--- src/rtl/demux1x4_tdm_pkg.sv ---
// Shared definitions for the TDM receive demux: FSM state encoding and
// the slot-index width derivation.
package demux1x4_tdm_pkg;

  typedef enum logic {
    HUNT    = 1'b0,
    COLLECT = 1'b1
  } state_t;

  localparam int DEF_WIDTH    = 1;
  localparam int DEF_CHANNELS = 4;

  // Slot index width; never below 1 so sel stays a real register.
  function automatic int sel_w_f(input int channels);
    return (channels <= 2) ? 1 : $clog2(channels);
  endfunction

endpackage

--- src/rtl/demux1x4_tdm.sv ---
// Receive end of the 4:1 TDM path: steers each valid sample into its slot
// register and releases the whole frame as one registered parallel word.
module demux1x4_tdm
  import demux1x4_tdm_pkg::*;
#(
  parameter int WIDTH    = DEF_WIDTH,
  parameter int CHANNELS = DEF_CHANNELS,
  parameter int SEL_W    = sel_w_f(CHANNELS)
) (
  input  logic                      clk,
  input  logic                      rst,
  input  logic [WIDTH-1:0]          data_in,
  input  logic                      valid_in,
  input  logic                      sof,
  output logic [CHANNELS*WIDTH-1:0] data_out,
  output logic                      frame_valid,
  output logic [SEL_W-1:0]          sel,
  output logic                      frame_err
);

  localparam logic [SEL_W-1:0] LAST_SLOT = SEL_W'(CHANNELS - 1);
  localparam logic [SEL_W-1:0] SEL_ONE   = SEL_W'(1);

  state_t                            state;
  logic [CHANNELS-1:0][WIDTH-1:0]    staging;

  // The last slot bypasses staging so the frame reaches data_out one edge
  // after its final sample; a sof in COLLECT restarts the frame at slot 0.
  always_ff @(posedge clk) begin
    if (rst) begin
      state       <= HUNT;
      sel         <= '0;
      staging     <= '0;
      data_out    <= '0;
      frame_valid <= 1'b0;
      frame_err   <= 1'b0;
    end else begin
      frame_valid <= 1'b0;
      frame_err   <= 1'b0;
      if (valid_in) begin
        if (sof) begin
          staging[0] <= data_in;
          sel        <= SEL_ONE;
          state      <= COLLECT;
          if ((state == COLLECT) && (sel != '0)) begin
            frame_err <= 1'b1;
          end
        end else if (state == COLLECT) begin
          staging[sel] <= data_in;
          if (sel == LAST_SLOT) begin
            data_out    <= {data_in, staging[CHANNELS-2:0]};
            frame_valid <= 1'b1;
            sel         <= '0;
          end else begin
            sel <= sel + SEL_ONE;
          end
        end
      end
    end
  end

endmodule

--- config.mk ---
export PLATFORM = sky130hd
export DESIGN_NAME = demux1x4_tdm
export DESIGN_NICKNAME = d
export VERILOG_FILES = /design/src/rtl/demux1x4_tdm_pkg.sv /design/src/rtl/demux1x4_tdm.sv
export SDC_FILE = /design/constraint.sdc
export NUM_CORES = 1
export LEC_CHECK = 0
export CORE_MARGIN = 4
export CORE_UTILIZATION = 39
export CTS_CLUSTER_SIZE = 10
export DETAILED_ROUTE_END_ITERATION = 7
export PLACE_DENSITY_LB_ADDON = 0.2
export SYNTH_ARGS = -nofsm -noshare
export SYNTH_HDL_FRONTEND = slang
export SYNTH_SLANG_ARGS = --single-unit
--- constraint.sdc ---
create_clock -name clk -period 1.8 [get_ports clk]
set_clock_uncertainty 0.1 [all_clocks]
set_input_delay 0.27 -clock clk [delete_from_list [all_inputs] [get_ports clk]]
set_output_delay 0.27 -clock clk [all_outputs]
set_load 0.01 [all_outputs]
==> impl_metrics.yaml, run 1 <==
hold_path:
  min_from: "data_out[2]"
  min_path_type: "reg2reg"
pwr:
  p_seq_share_pct: 51.7
  powerDensity_mw_per_mm2: 777
  power.switching_uw: 117
  power_frac_comb_pct: 8.4
  switching_share_pct: 21.9
  internal_power_uw: 417
  p_leak_nw: 0.257
  pwr-share-clk_pct: 39.9
  ir_drop_mv: 0.492
drt:
  dr.first_iter.drc_count: 1
  ant_nets: 0
  wirelength_microns: 920
  dr.pass1.iters: 2
  route.detailed.drc: 0
  vias_per_cell: 5.12
  wl_per_cell_microns: 11.1
  via_count: 425
worst_setup_path:
  reg2reg_from: "sel[0]"
  critPathLaunchType: "flop"
  cp_num_buf_inv: 1
  worstPathArrival_ns: 1.25
  crit_slowest_cell: "clkdlybuf4s50_1"
  cp-end-kind: "primary output"
  crit_family: "buffers and inverters"
  slowest_delay_ns: 0.57
  cp_max_fo: 5
  cp_data_required_time_ns: 1.43
  critPathKind: "reg2out"
  worstSetupStartpoint: "sel[0]"
  crit_chain: "clkdlybuf4s50_1"
clock_tree:
  clk_latency_ns: 0.27
  path_clk_slew_ns: 0.07
  cts_setup_buffers: 0
  htreeDepth: 1
  cts_made_buffers: 3
  clk_path_buf_depth: 2
  cts-root-buf: "clkbuf_4"
  cts_hold_buffers: 0
  cts.sinks: 12
  cts_resized: 0
  cts_tree: "done"
sta:
  tightest_slew_ns: 0.354
  hold_viol: 0
  finalMaxSlewViolations: 0
  setup_violations: 0
  finalCriticalPeriod_ns: 1.62
  fin_crit_sh_pct: 90.0
  fmax_mhz: 617
  relSlewSlack_pct: 76.2
  setup_tns_ns: 0
  rsz0062_at_grt: "false"
logic_synthesis:
  yosysTopAreaCell: "dfxtp_1"
  synthesis.area_sq_um: 520
  ys_types: 17
  synth_fp_nets: 63
  avgSynthCellArea_sq_um: 9.64
  synth-seq-cells: 12
  synth_fa_ha_area_share_pct: 9.62
  yosysSeqAreaShare_pct: 46.2
  syn_inst: 54
  synth_area_leaders: "dfxtp_1, ha_1, nand3_1"
  netlist.area_leader.share_pct: 46.2
  synthMuxAreaShare_pct: 0
  synth_top_family_by_area: "compound AO/OA/AOI/OAI gates"
  yosys.area_share.simple_pct: 17.5
  synth_compound_area_share_pct: 22.4
  synth_most_common_cell: "dfxtp_1"
  yosys_warnings: 0
  synth_xor_area_share_pct: 0
  synth-edff-count: 0
  async_reset_ff_share_pct: 0
  synthFlopType: "dfxtp_1"
  ys_top_cells_by_count: "dfxtp_1, nand3_1, a21oi_1"
grt:
  grt_usage_pct: 11.8
  grt_first_pass_wirelength_microns: 1670
  gr-total-overflow: 0
  antenna_found_initial: 0
  grt_max_degree: 11
  grt_pass1_vias: 388
final_layout:
  drive_above_1_share_pct: 15.9
  nets: 79
  stdcell_count: 83
  n_antenna_cell: 0
  syn_to_final_growth_pct: 32.0
floorplanning:
  ioPinCount: 13
  die_h_microns: 44.5
  die_w_microns: 44.5
  start_util_pct: 43.9
  core-area_sq_mm: 0.00119
  rows: 12
  die_area_sq_mm: 0.00198
place:
  hpwl_microns: 702
  io_buffers: 12
  dpl.cell_count: 79
  place_congestion: 0.699
flow_run:
  drv_cap: 0
outcome:
  outcome: "complete, no violations"
[worst paths after layout]
check           endpoint  slack, ns  cells past startpoint
min          data_out[2]       0.35                      2
max               sel[0]       0.18                      1
max reg2reg   staging[0]       0.34                      5
min reg2reg  data_out[2]       0.35                      2
[logic make-up (layout without fill, tap and decap cells)]
kind of cell,after synthesis,in the layout
AND/OR/NAND/NOR,18,18
AO/OA/AOI/OAI,16,16
flip-flops,12,12
adder cells (fa/ha/maj),4,4
buffers and inverters,4,19
[worst reg2reg max path, stage by stage, from the launching register on]
cell     delay, ns
dfxtp_1       0.41
inv_1         0.12
ha_1          0.22
a21o_2        0.22
a21bo_2       0.20
a21oi_1       0.12
[per-stage QoR]
| step | utilization (%) | power [mW] | area (sq um) | setup WS, ns | hold slack [ns] |
|---|---|---|---|---|---|
| 2_1_floorplan | - | 0.305 | 520 | 0.383 | 0.239 |
| 3_3_place_gp | 54.9 | 0.327 | 651 | 0.152 | 0.343 |
| 3_5_place_dp | 54.9 | 0.327 | 651 | 0.139 | 0.349 |
| 4_1_cts | 57.9 | 0.543 | 687 | 0.164 | 0.359 |
| 5_1_grt | 57.9 | 0.560 | 687 | 0.120 | 0.375 |
| 6_report | 57.9 | 0.533 | 687 | 0.180 | 0.354 |
[power by group through the flow]
stage               Clock (mW)  Sequential [mW]  Combinational [mW]
floorplan                    0            0.282              0.0232
global placement             0            0.282              0.0446
detailed placement           0            0.282              0.0448
CTS                      0.222            0.276              0.0451
global route             0.232            0.276              0.0512
finish                   0.213            0.276              0.0448
[registers in the layout, summed over array words and instances, names as in the netlist]
register,flops
staging,3
frame_valid,1
frame_err,1
sel,2
data_out,4
state,1
[per-layer routing]
layer,up-vias,global-route usage (%),routed length (microns)
li1,223,-,-
met1,186,14.7,443
met2,13,16.6,387
met3,3,6.10,76
met4,0,5.42,12
met5,-,0,0
[layout make-up]
class	count	area, sq um
clock buffer	4	36.3
fill	117	499
inverter	2	7.51
multi-input combinational	38	258
sequential	12	240
tap	14	17.5
timing repair buffer	13	128
[placed cells by master, fill, tap and decap left out, drive strengths merged]
cell and count:
and3b 1, a21o 2, a21oi 9, clkbuf 4
clkdlybuf4s50 12, dfxtp 12, nor2 4, o21ai 1
nand3 7, a22oi 1, inv 2, a21bo 3
buf 1, ha 4, nand4b 2, nand2 4
Power figures use the tool's default switching activity.
==> run 2: changes to the inputs <==
- CTS_BUF_LIST: not set -> sky130_fd_sc_hd__clkbuf_4 sky130_fd_sc_hd__clkbuf_8
- SKIP_LAST_GASP: not set -> 1
==> results of run 2 <==
Final layout, timing and power as in run 1 (identical DEF).
